<file path="src/rtl/block_interleaver_pkg.sv">
// Shared definitions for the block interleaver: frame sizing, the row/column
// index maps used to build the permutation network, and parameter legality.
package block_interleaver_pkg;

   // Frame mode latched with the first byte of every frame
   typedef enum logic {
      MODE_IL  = 1'b0,
      MODE_DIL = 1'b1
   } il_mode_e;

   localparam int BYTE_BITS = 32'sd8;

   // Number of bits in one frame
   function automatic int frame_bits(input int rows, input int cols);
      return rows * cols;
   endfunction

   // Number of bytes in one frame
   function automatic int frame_bytes(input int rows, input int cols);
      return (rows * cols) / BYTE_BITS;
   endfunction

   // Interleave: bits are written row by row and read column by column
   function automatic int il_index(input int k, input int rows, input int cols);
      int r;
      int c;
      r = k / cols;
      c = k % cols;
      return (c * rows) + r;
   endfunction

   // De-interleave: exact inverse of il_index
   function automatic int dil_index(input int k, input int rows, input int cols);
      int r;
      int c;
      c = k / rows;
      r = k % rows;
      return (r * cols) + c;
   endfunction

   // Matrix must be at least 2x2 and hold a whole number of bytes
   function automatic bit params_legal(input int rows, input int cols);
      return (rows >= 32'sd2) && (cols >= 32'sd2) && (((rows * cols) % BYTE_BITS) == 32'sd0);
   endfunction

endpackage

</file>
<file path="src/rtl/block_interleaver_perm.sv">
// Combinational ROWS x COLS permutation network. Bit k of the received frame
// sits at a[N-1-k]; output position j is driven onto p[N-1-j].
module block_interleaver_perm
   import block_interleaver_pkg::*;
#(
   parameter  int ROWS = 8,
   parameter  int COLS = 8,
   localparam int N    = ROWS * COLS
)(
   input  logic [N-1:0] a,
   input  logic         mode,
   output logic [N-1:0] p
);

   logic [N-1:0] il_s;
   logic [N-1:0] dil_s;

   for (genvar k = 0; k < N; k++) begin : g_bit
      assign il_s[N-1-il_index(k, ROWS, COLS)]   = a[N-1-k];
      assign dil_s[N-1-dil_index(k, ROWS, COLS)] = a[N-1-k];
   end

   // Select the forward or inverse mapping for this frame
   always_comb begin
      p = il_s;
      if (il_mode_e'(mode) == MODE_DIL) begin
         p = dil_s;
      end else begin
         p = il_s;
      end
   end

endmodule

</file>
<file path="src/rtl/block_interleaver.sv">
// Block interleaver/de-interleaver top: byte assembly register A feeding a
// valid/ready output register B through the permutation network.
// Optional feature macro: BLOCK_INTERLEAVER_RAW_OUT_EN adds o_Raw_Frame, the
// un-permuted frame captured alongside o_Frame.
module block_interleaver
   import block_interleaver_pkg::*;
#(
   parameter  int ROWS = 8,
   parameter  int COLS = 8,
   localparam int N    = frame_bits(ROWS, COLS),
   localparam int NB   = frame_bytes(ROWS, COLS)
)(
   input  logic         clk,
   input  logic         rst,
   input  logic [7:0]   i_Byte,
   input  logic         i_Byte_Valid,
   input  logic         i_Deinterleave,
   input  logic         i_Frame_Abort,
   output logic [N-1:0] o_Frame,
   output logic         o_Frame_Valid,
   input  logic         i_Frame_Ready,
   output logic         o_Frame_Mode,
   output logic         o_Overflow
`ifdef BLOCK_INTERLEAVER_RAW_OUT_EN
   ,
   output logic [N-1:0] o_Raw_Frame
`endif
);

   localparam int CNT_W = (NB > 1) ? $clog2(NB) : 1;

   if (!params_legal(ROWS, COLS)) begin : g_param_check
      $error("block_interleaver: ROWS and COLS must be >= 2 and ROWS*COLS a multiple of 8");
   end

   // Assembly stage A
   logic [N-1:0]     a_r;
   logic [CNT_W-1:0] cnt_r;
   logic             full_r;
   logic             amode_r;

   logic [N-1:0]     a_nxt_s;
   logic [N-1:0]     shift_s;
   logic [CNT_W-1:0] cnt_nxt_s;
   logic             full_nxt_s;
   logic             mode_nxt_s;

   logic             b_free_s;
   logic             xfer_full_s;
   logic             abort_s;
   logic             take_s;
   logic             drop_s;
   logic             fast_s;
   logic             load_b_s;
   logic [N-1:0]     perm_in_s;
   logic             perm_mode_s;
   logic [N-1:0]     perm_out_s;

   block_interleaver_perm #(
      .ROWS (ROWS),
      .COLS (COLS)
   ) u_perm (
      .a    (perm_in_s),
      .mode (perm_mode_s),
      .p    (perm_out_s)
   );

   // Next-state of A and the A->B hand-off; a frame completed this cycle goes
   // straight to B when B is free so the output lags the last byte by one edge
   always_comb begin
      b_free_s    = ~o_Frame_Valid | i_Frame_Ready;
      xfer_full_s = full_r & b_free_s;
      abort_s     = i_Frame_Abort & ~full_r;
      take_s      = i_Byte_Valid & ~abort_s & (~full_r | xfer_full_s);
      drop_s      = i_Byte_Valid & ~abort_s & ~take_s;

      a_nxt_s     = a_r;
      shift_s     = {N{1'b0}};
      cnt_nxt_s   = cnt_r;
      full_nxt_s  = full_r;
      mode_nxt_s  = amode_r;

      // A full frame moving to B frees A for a byte arriving in the same cycle
      if (xfer_full_s) begin
         a_nxt_s    = {N{1'b0}};
         cnt_nxt_s  = {CNT_W{1'b0}};
         full_nxt_s = 1'b0;
      end else begin
         a_nxt_s    = a_r;
      end

      if (abort_s) begin
         a_nxt_s   = {N{1'b0}};
         cnt_nxt_s = {CNT_W{1'b0}};
      end else if (take_s) begin
         shift_s      = a_nxt_s << 4'd8;
         shift_s[7:0] = i_Byte;
         a_nxt_s      = shift_s;
         if (cnt_nxt_s == {CNT_W{1'b0}}) begin
            mode_nxt_s = i_Deinterleave;
         end else begin
            mode_nxt_s = amode_r;
         end
         if (cnt_nxt_s == CNT_W'(NB - 1)) begin
            cnt_nxt_s  = {CNT_W{1'b0}};
            full_nxt_s = 1'b1;
         end else begin
            cnt_nxt_s  = cnt_nxt_s + CNT_W'(1);
         end
      end else begin
         cnt_nxt_s = cnt_nxt_s;
      end

      fast_s      = full_nxt_s & ~xfer_full_s & b_free_s;
      load_b_s    = xfer_full_s | fast_s;
      perm_in_s   = xfer_full_s ? a_r : a_nxt_s;
      perm_mode_s = xfer_full_s ? amode_r : mode_nxt_s;

      // A frame completed and forwarded in the same cycle leaves A empty
      if (fast_s) begin
         a_nxt_s    = {N{1'b0}};
         cnt_nxt_s  = {CNT_W{1'b0}};
         full_nxt_s = 1'b0;
      end else begin
         full_nxt_s = full_nxt_s;
      end
   end

   // Assembly register A, its byte counter, full flag and latched mode
   always_ff @(posedge clk or posedge rst) begin
      if (rst) begin
         a_r     <= {N{1'b0}};
         cnt_r   <= {CNT_W{1'b0}};
         full_r  <= 1'b0;
         amode_r <= 1'b0;
      end else begin
         a_r     <= a_nxt_s;
         cnt_r   <= cnt_nxt_s;
         full_r  <= full_nxt_s;
         amode_r <= mode_nxt_s;
      end
   end

   // Output register B: load on hand-off, drop valid when consumed with nothing pending
   always_ff @(posedge clk or posedge rst) begin
      if (rst) begin
         o_Frame       <= {N{1'b0}};
         o_Frame_Valid <= 1'b0;
         o_Frame_Mode  <= 1'b0;
      end else if (load_b_s) begin
         o_Frame       <= perm_out_s;
         o_Frame_Valid <= 1'b1;
         o_Frame_Mode  <= perm_mode_s;
      end else if (o_Frame_Valid & i_Frame_Ready) begin
         o_Frame_Valid <= 1'b0;
      end
   end

`ifdef BLOCK_INTERLEAVER_RAW_OUT_EN
   // Un-permuted copy of the frame, captured on the same edge as o_Frame
   always_ff @(posedge clk or posedge rst) begin
      if (rst) begin
         o_Raw_Frame <= {N{1'b0}};
      end else if (load_b_s) begin
         o_Raw_Frame <= perm_in_s;
      end
   end
`endif

   // Sticky overflow flag, set whenever a byte finds A full and blocked
   always_ff @(posedge clk or posedge rst) begin
      if (rst) begin
         o_Overflow <= 1'b0;
      end else if (drop_s) begin
         o_Overflow <= 1'b1;
      end
   end

endmodule

</file>
<file path="config.mk">
export PLATFORM = sky130hd
export DESIGN_NAME = block_interleaver
export DESIGN_NICKNAME = d
export VERILOG_FILES = /design/src/rtl/block_interleaver_pkg.sv /design/src/rtl/block_interleaver_perm.sv /design/src/rtl/block_interleaver.sv
export SDC_FILE = /design/constraint.sdc
export NUM_CORES = 1
export LEC_CHECK = 0
export BUFFER_PORTS_ARGS = -buffer_cell sky130_fd_sc_hd__buf_2
export CORE_ASPECT_RATIO = 1.5
export CORE_MARGIN = 2
export CORE_UTILIZATION = 45
export DETAILED_ROUTE_END_ITERATION = 16
export MAX_ROUTING_LAYER = met4
export SYNTH_ARGS = -nofsm -noshare
export SYNTH_HDL_FRONTEND = slang
export SYNTH_HIERARCHICAL = 1
export SYNTH_SLANG_ARGS = --single-unit
</file>
<file path="constraint.sdc">
create_clock -name clk -period 7.7 [get_ports clk]
set_input_delay 0.77 -clock clk [delete_from_list [all_inputs] [get_ports clk]]
set_output_delay 0.77 -clock clk [all_outputs]
set_load 0.02 [all_outputs]
</file>
==> results of run 1 <==
[metal layers]
layer  vias to the layer above  global-route usage  share of wire
li1                       2040                   -              -
met1                      2187               0.247           0.43
met2                       103               0.302           0.52
met3                        11              0.0406          0.037
met4                         0              0.0647          0.013
met5                         -                   -              0
[final cells by class]
type                       count  area (um2)  area share
clock buffer                  22         484      0.0679
sequential                   136        3400       0.478
clock inverter                 9        97.6      0.0137
multi-input combinational    362        2430       0.341
timing repair buffer          87         453      0.0636
tap                          192         240      0.0337
inverter                       4        20.0     0.00281
[worst min path at each step]
| stage | from | endpoint | slack [ns] | cells past startpoint |
|---|---|---|---|---|
| 2_1_floorplan | amode_r | amode_r | 0.48 | 1 |
| 3_3_place_gp | o_Overflow | o_Overflow | 0.45 | 1 |
| 3_5_place_dp | o_Overflow | o_Overflow | 0.45 | 1 |
| 4_1_cts | rst | o_Frame[5] | 0.44 | 2 |
| 5_1_grt | rst | o_Frame[5] | 0.45 | 2 |
| 6_report | rst | o_Frame[5] | 0.42 | 2 |
[logic make-up (layout without fill, tap and decap cells)]
family | after synthesis | after routing | share of synthesized area
AOI/OAI and AO/OA | 143 | 143 | 0.149
and+or+nand+nor | 148 | 148 | 0.0917
DFF | 136 | 136 | 0.524
xor gates and xnor gates | 1 | 1 | 0.00135
muxes | 67 | 67 | 0.117
adders and majority gates | 3 | 3 | 0.00578
buffers and inverters | 112 | 122 | 0.111
[cell usage after synthesis (all sizes together)]
cell,instances,share of area
a211oi,1,0.0012
a21boi,1,0.0012
a21o,1,0.0012
a21oi,68,0.052
a22o,63,0.085
a31o,1,0.0013
a31oi,2,0.0019
and2,2,0.0019
buf,85,0.095
clkbuf,23,0.013
dfrtp,136,0.52
ha,3,0.0058
inv,4,0.0023
mux2,67,0.12
nand2,127,0.073
nand2b,2,0.0019
nand3,10,0.0077
nand3b,1,0.0012
nor2,3,0.0017
nor2b,2,0.0019
nor3b,1,0.0019
o21ai,6,0.0052
xnor2,1,0.0013
[metrics by stage]
stage	util	cell area, um2	instances	worst slack [ns]
after global placement	0.466	6550	781	3.52
after global routing	0.507	7130	812	3.51
final	0.507	7130	812	3.85
after floorplan	-	6490	610	3.29
after CTS	0.507	7130	812	3.79
after detailed placement	0.466	6550	781	3.37
[flip-flops by register name (all words and copies together) (netlist names)]
name / flops
o_Frame: 64
o_Frame_Mode: 1
o_Frame_Valid: 1
o_Overflow: 1
amode_r: 1
cnt_r: 3
a_r: 64
full_r: 1
[power breakdown]
| part | internal (W) | switching [W] | leakage, nW |
|---|---|---|---|
| combinational | 0.0000190 | 0.0000540 | 1.34 |
| clock | 0.000505 | 0.000284 | 0.291 |
| sequential | 0.000722 | 0.00000655 | 1.89 |
==> flow_summary.json, run 1 <==
{
  "crit_type": "in -> reg",
  "area_growth_pct": 9.77,
  "fin_total_pwr_w": 0.00159,
  "grt.total_usage": 0.192,
  "p_leak_nw": 3.52,
  "die_h_um": 151,
  "final_max_slew_viol_count": 0,
  "crit_required_ns": 7.98,
  "synth_nets": 627,
  "postCtsResizedCells": 0,
  "slowest_delay_ns": 0.82,
  "ios": 81,
  "antenna_found_initial": 0,
  "drive_gt1_frac": 0.310,
  "antenna_left": 0,
  "reg2reg_setup_slack_ns": 3.86,
  "cts_setup_buffers": 0,
  "clock_sinks": 136,
  "numCtsBuffers": 17,
  "cts_buffer_depth": 2,
  "setup_tns_ns": 0,
  "grt_pass1_wl_um": 22300,
  "status": "finished, final reports clean",
  "cts_tree": "yes",
  "drt-total-wl_um": 13600,
  "ys_seq_elements": 136,
  "clk_pin_slew_ns": 0.06,
  "startpoint_type": "input port",
  "crit_slowest_cell": "o21ai_4",
  "powerDensity_nw_per_um2": 223,
  "cp-startpoint": "i_Frame_Ready",
  "place.gp.congestion": 0.761,
  "hold_class": "in -> async",
  "vias": 4341,
  "drcViolationCount": 0,
  "relSlewSlack": 0.285,
  "clk-insertion-delay-late_ns": 0.41,
  "fillerInstances": 1299,
  "syn_area_um2": 6490,
  "cts_hold_buf": 0,
  "setup_viol_count_final": 0,
  "fmaxAchievable_mhz": 260,
  "yosys_warnings": 6,
  "hold_viol_final": 0,
  "dpl.hpwl_um": 8440,
  "grt_pass1_vias": 4220,
  "cp_cell_sequence": "buf_2 -> nand2b_1 -> nand2_1 -> and2_1 -> ha_1 -> ha_1 -> nand2_1 -> nor2_1 -> o21ai_4 -> buf_4 -> mux2_2",
  "worstRegToRegCells": 10,
  "core-area_um2": 14100,
  "final_nets": 625,
  "fin_crit_sh": 0.500,
  "vdd.ir_drop.worst_uv": 132,
  "wl_per_cell_um": 16.7,
  "clock_tree.root_cell": "clkbuf_16",
  "vias_per_cell": 5.35,
  "grt_max_degree": 76,
  "crit_path_end_kind": "register",
  "port_buffers": 80,
  "maxCapViolCount": 0,
  "whs_ns": 0.423,
  "die_area_um2": 15400,
  "rsz0062_at_grt": "no",
  "tightest_slew_ns": 1.07,
  "start_util": 0.462,
  "drtPass1Iterations": 5,
  "crit_family": "simple AND/OR/NAND/NOR gates",
  "period_needed_ns": 3.85,
  "drtIter0Drc": 375,
  "rows": 53,
  "ys_seq_area_frac": 0.524,
  "crit_end": "o_Frame[43]",
  "htreeDepth": 4,
  "r2r_start": "full_r",
  "crit_cells": 11,
  "die_w_um": 102,
  "ys_types": 28,
  "fin_skew_ns": 0.0115,
  "path_max_fanout": 34,
  "crit_buf_inv": 2,
  "cp.arrival_ns": 4.14,
  "n_antenna_cell": 0,
  "syn_inst": 610,
  "syn-mean-instance-area_um2": 10.6,
  "overflow": 0,
  "layout_common_cells": "dfrtp_1, nand2_1, buf_2",
  "mostFrequentLayoutCell": "dfrtp_1",
  "reg2reg_to": "o_Frame[43]"
}
(Power assumes the default switching activity.)
==> inputs of run 2 (changes only) <==
Settings changed: PLACE_DENSITY from default to 0.67.
Clock period 7.7 ns to 3.3 ns, I/O delays scaled along.
==> run 2 against run 1 <==
  * Global-route usage is 0.58 points higher
  * Cell count rose by 0.86%
  * Routed wire length increased by 2.5%
  * Clock skew is 0.0061 ns lower
  * Count of clock-buffer cells in the layout is 2 lower
  * Setup slack worse by 3.3 ns
  * Design area increased by 1.3%
  * Power rose by 130%
  * First-iteration DRC count shrank 36%
  * Sequential share of layout area decreased by 0.62 points
==> flow_summary.json, run 2 (synthesis results as in run 1) <==
{
  "whs_path_depth": 3,
  "cts_tree": "yes",
  "crit_path_end_kind": "register",
  "htreeDepth": 4,
  "fmaxAchievable_mhz": 363,
  "postCtsResizedCells": 0,
  "layout_common_cells": "dfrtp_1, nand2_1, buf_2",
  "reg2reg_to": "o_Frame[26]",
  "clock_tree.root_cell": "clkbuf_16",
  "grt_max_degree": 117,
  "cp.arrival_ns": 3.05,
  "setup_viol_count_final": 0,
  "wl_per_cell_um": 17.0,
  "overflow": 0,
  "reg2reg_setup_slack_ns": 0.54,
  "place.gp.congestion": 0.866,
  "numCtsBuffers": 17,
  "rows": 53,
  "mostFrequentLayoutCell": "dfrtp_1",
  "clk-insertion-delay-late_ns": 0.42,
  "clock_sinks": 136,
  "start_util": 0.462,
  "tightest_slew_ns": 0.996,
  "port_buffers": 80,
  "grt.total_usage": 0.197,
  "largest_registers": "a_r (64), o_Frame (64), cnt_r (3)",
  "critical_path.most_common_cell": "ha_1",
  "cts_buffer_depth": 2,
  "die_h_um": 151,
  "rsz0062_at_grt": "no",
  "drcViolationCount": 0,
  "startpoint_type": "register",
  "drt-total-wl_um": 13900,
  "final_max_slew_viol_count": 0,
  "drtIter0Drc": 241,
  "crit_buf_inv": 2,
  "cp_cell_sequence": "nor2b_1 -> o21ai_0 -> inv_1 -> ha_1 -> ha_1 -> nand2_1 -> nor2_1 -> o21ai_4 -> buf_4 -> mux2_2",
  "dpl.hpwl_um": 8910,
  "core-area_um2": 14100,
  "crit_type": "reg -> reg",
  "fin_skew_ns": 0.00538,
  "drive_gt1_frac": 0.317,
  "crit_family": "simple AND/OR/NAND/NOR gates",
  "die_area_um2": 15400,
  "r2r_start": "o_Frame_Valid",
  "grt_pass1_vias": 4454,
  "vias": 4446,
  "powerDensity_nw_per_um2": 518,
  "crit_slowest_cell": "nor2b_1",
  "antenna_found_initial": 0,
  "n_antenna_cell": 0,
  "crit_required_ns": 3.60,
  "hold_class": "in -> reg",
  "period_needed_ns": 2.76,
  "vias_per_cell": 5.43,
  "setup_tns_ns": 0,
  "hold_end": "a_r[5]",
  "status": "finished, final reports clean",
  "clk_pin_slew_ns": 0.06,
  "placed_area_um2": 6620,
  "die_w_um": 102,
  "ios": 81,
  "relSlewSlack": 0.333,
  "slowest_delay_ns": 0.53,
  "fin_crit_sh": 0.836,
  "vdd.ir_drop.worst_uv": 335,
  "hold_viol_final": 0,
  "path_max_fanout": 26,
  "drtPass1Iterations": 4,
  "maxCapViolCount": 0,
  "area_growth_pct": 11.2,
  "final_nets": 631,
  "antenna_left": 0,
  "p_leak_nw": 3.55,
  "fillerInstances": 1292,
  "post-route-cell-area_um2": 7220,
  "worstRegToRegCells": 10,
  "grt_pass1_wl_um": 23000,
  "holdCritStartpoint": "i_Byte[5]"
}
## run 2: cell types whose count changed in the layout (fill, tap and decap cells not counted), sizes merged
cell | before | now
inv | 4 | 3
clkbuf | 22 | 20
clkinvlp | 1 | 4
clkinv | 6 | 7
buf | 87 | 92
dlygate4sd3 | 0 | 1
## run 2: routing by layer
| metal | part of all wire | up-vias | wire length (um) | global-route usage |
|---|---|---|---|---|
| met5 | 0 | - | 0 | - |
| met4 | 0.033 | 0 | 454 | 0.0867 |
| met3 | 0.033 | 32 | 462 | 0.0388 |
| met2 | 0.52 | 113 | 7250 | 0.316 |
| met1 | 0.41 | 2237 | 5740 | 0.243 |
| li1 | - | 2064 | - | - |
## run 2: how the worst max path moves through the flow
stage	to	cells past startpoint	slack (ns)	startpoint
after detailed placement	o_Frame[4]	11	0.52	i_Frame_Ready
final	o_Frame[26]	10	0.54	o_Frame_Valid
after global placement	o_Frame[3]	11	0.69	i_Frame_Ready
after CTS	o_Frame[26]	10	0.57	o_Frame_Valid
after global routing	o_Frame[4]	10	0.34	o_Frame_Valid
after floorplan	o_Frame[0]	11	0.79	o_Frame_Valid
## run 2: worst reg2reg max path, stage by stage (launching register included)
cell and delay (ns):
dfrtp_1 0.36, nor2b_1 0.53, o21ai_0 0.30, inv_1 0.11
ha_1 0.15, ha_1 0.19, nand2_1 0.08, nor2_1 0.23
o21ai_4 0.09, buf_4 0.26, mux2_2 0.34
## run 2: repair_timing
item / 4_1_cts / 5_1_grt
setup buffers: 0 / 0
hold buffers: 1 / 0
endpoints found under the hold margin: 20 / 0
## run 2: stage by stage
| step | setup slack (ns) | instances | util | hold WS (ns) | power, W |
|---|---|---|---|---|---|
| after CTS | 0.575 | 819 | 0.514 | 0.142 | 0.00377 |
| after detailed placement | 0.519 | 786 | 0.471 | 0.384 | 0.00191 |
| final | 0.542 | 819 | 0.514 | 0.153 | 0.00374 |
| after floorplan | 0.795 | 610 | - | 0.461 | 0.00186 |
| after global placement | 0.691 | 786 | 0.471 | 0.366 | 0.00190 |
| after global routing | 0.335 | 819 | 0.514 | 0.156 | 0.00387 |
## run 2: final cells by class
| cell class | instances | area (um2) | area share |
|---|---|---|---|
| clock buffer | 20 | 467 | 0.0646 |
| clock inverter | 12 | 125 | 0.0173 |
| inverter | 4 | 18.8 | 0.00260 |
| multi-input combinational | 362 | 2430 | 0.336 |
| sequential | 136 | 3400 | 0.471 |
| tap | 192 | 240 | 0.0333 |
| timing repair buffer | 93 | 538 | 0.0745 |
## run 2: power breakdown
group          total, W  internal (W)  switching, W
registers       0.00170       0.00168     0.0000152
logic          0.000178     0.0000504      0.000128
clock network   0.00186       0.00117      0.000694
==> inputs of run 3 (changes only) <==
Settings changed: PLACE_DENSITY 0.67 to default.
Clock period 3.3 ns to 2.75 ns, I/O delays scaled along.
==> run 3 against run 2 <==
  * Flip-flop and latch count stayed put
  * Routed wire length is 3.6% lower
  * Clock power is 12% higher
  * Critical path type unchanged
  * Cell count is 0.61% higher
  * Sequential share of layout area hardly changed
  * Power is 16% higher
  * First-iteration DRC count is 21% lower
  * Highest routed layer unchanged
  * Setup slack worse by 0.20 ns
==> flow_summary.json, run 3 (synthesis results as in run 1) <==
{
  "drt-total-wl_um": 13400,
  "p_leak_nw": 3.56,
  "post-route-cell-area_um2": 7220,
  "switching_share": 0.223,
  "antenna_left": 0,
  "top_usage_layer": "met2",
  "p_switching_w": 0.000968,
  "maxCapViolCount": 0,
  "rsz0062_at_grt": "no",
  "area_growth_pct": 11.2,
  "whs_path_depth": 3,
  "wl_per_cell_um": 16.3,
  "die_area_um2": 15400,
  "grtUsageMet2": 0.301,
  "path_max_fanout": 35,
  "final_nets": 636,
  "powerDensity_nw_per_um2": 601,
  "crit_required_ns": 3.04,
  "port_buffers": 80,
  "startpoint_type": "register",
  "crit_cells": 10,
  "worstRegToRegCells": 10,
  "drive_gt1_frac": 0.316,
  "multiInputGateArea_um2": 2430,
  "drtIter0Drc": 190,
  "cp_cell_sequence": "nor2b_1 -> o21ai_0 -> inv_1 -> ha_1 -> ha_1 -> nand2_1 -> nor2_1 -> o21ai_4 -> buf_4 -> mux2_2",
  "clock_tree.root_cell": "clkbuf_16",
  "final_max_slew_viol_count": 0,
  "reg2reg_setup_slack_ns": 0.35,
  "cp-startpoint": "o_Frame_Valid",
  "hold_viol_final": 0,
  "fillerInstances": 1326,
  "r2r_start": "o_Frame_Valid",
  "drcViolationCount": 0,
  "period_needed_ns": 2.40,
  "n_antenna_cell": 0,
  "setup_viol_count_final": 0,
  "crit_path_end_kind": "register",
  "vdd.ir_drop.worst_uv": 372,
  "drtPass1Iterations": 4,
  "die_w_um": 102,
  "clkPwrFrac": 0.479,
  "ios": 81,
  "largest_registers": "a_r (64), o_Frame (64), cnt_r (3)",
  "crit_type": "reg -> reg",
  "rows": 53,
  "mostFrequentLayoutCell": "dfrtp_1",
  "fin_crit_sh": 0.874,
  "fin_cells": 824,
  "crit_slowest_cell": "buf_4",
  "fmaxAchievable_mhz": 416,
  "antenna_found_initial": 0,
  "die_h_um": 151,
  "reg2reg_to": "o_Frame[37]",
  "whs_ns": 0.115,
  "hold_class": "in -> reg",
  "post-route-util": 0.514,
  "p_comb_frac": 0.051,
  "critical_path.most_common_cell": "ha_1",
  "dp.cells": 791,
  "tightest_slew_ns": 1.05,
  "grtUsageMet1": 0.238,
  "cellInternalPower_w": 0.00337,
  "placed_area_um2": 6670,
  "dpl.hpwl_um": 8520,
  "numCtsBuffers": 17,
  "start_util": 0.462,
  "clk_pin_slew_ns": 0.06,
  "htreeDepth": 4,
  "cts_buffer_depth": 2,
  "grt_max_degree": 119,
  "vias_per_cell": 5.25,
  "seqPwrFrac": 0.470,
  "core-area_um2": 14100,
  "setup_tns_ns": 0,
  "grt_pass1_wl_um": 21900,
  "layout_common_cells": "dfrtp_1, nand2_1, buf_2",
  "crit_buf_inv": 2,
  "crit_family": "buffers and inverters",
  "cts_tree": "yes",
  "slowest_delay_ns": 0.40,
  "clock_sinks": 136,
  "overflow": 0,
  "vias": 4329,
  "regArea_um2": 3400,
  "crit_end": "o_Frame[37]",
  "clk-insertion-delay-late_ns": 0.41,
  "fin_skew_ns": 0.00740,
  "grt_pass1_vias": 4309,
  "cts_setup_buffers": 0,
  "grt.total_usage": 0.188,
  "relSlewSlack": 0.295,
  "grt_use_met3": 0.0411,
  "place.gp.congestion": 0.795,
  "cp.arrival_ns": 2.69,
  "status": "finished, final reports clean"
}
## run 3: cell count changes in the layout (fill, tap and decap cells not counted), sizes merged
cell / previous run / this run
bufinv: 2 / 1
buf: 92 / 97
clkinvlp: 4 / 3
clkinv: 7 / 6
clkbuf: 20 / 23
## run 3: cell type report
cell class                      instances  share of cell area
Tap cell                              192              0.0333
Sequential cell                       136               0.471
Multi-Input combinational cell        362               0.336
Clock inverter                          9              0.0104
Clock buffer                           23              0.0648
Timing Repair Buffer                   98              0.0814
Inverter                                4             0.00260
## run 3: layer usage
| metal | vias to the layer above | part of all wire |
|---|---|---|
| li1 | 2063 | - |
| met1 | 2162 | 0.43 |
| met2 | 94 | 0.53 |
| met3 | 10 | 0.033 |
| met4 | 0 | 0.011 |
| met5 | - | 0 |
## run 3: worst min-delay path by stage
| stage | endpoint | startpoint |
|---|---|---|
| 2_1_floorplan | a_r[0] | i_Byte[0] |
| 3_3_place_gp | o_Frame[21] | rst |
| 3_5_place_dp | o_Frame[21] | rst |
| 4_1_cts | a_r[4] | i_Byte[4] |
| 5_1_grt | amode_r | i_Deinterleave |
| 6_report | a_r[4] | i_Byte[4] |
## run 3: worst reg2reg max path, cell delays in order (launching register included)
cell	delay [ns]
dfrtp_1	0.39
nor2b_1	0.14
o21ai_0	0.20
inv_1	0.07
ha_1	0.18
ha_1	0.20
nand2_1	0.09
nor2_1	0.07
o21ai_4	0.13
buf_4	0.40
mux2_2	0.41
## run 3: timing repair
| item | 4_1_cts | 5_1_grt |
|---|---|---|
| hold endpoints to repair | 18 | 0 |
| gates resized for setup | 0 | 0 |
| hold buffers | 1 | 0 |
## run 3: power groups by stage
stage | clock network [W] | registers (W) | logic (W)
global route | 0.00221 | 0.00204 | 0.000246
detailed placement | 0 | 0.00207 | 0.000223
global placement | 0 | 0.00207 | 0.000221
finish | 0.00208 | 0.00204 | 0.000221
floorplan | 0 | 0.00207 | 0.000167
CTS | 0.00213 | 0.00204 | 0.000225
## run 3: metrics by stage
step                      total power (W)  worst slack (ns)
after floorplan                   0.00224             0.245
after global placement            0.00229             0.369
after detailed placement          0.00230             0.321
after CTS                         0.00439             0.314
after global routing              0.00450             0.177
final                             0.00434             0.346
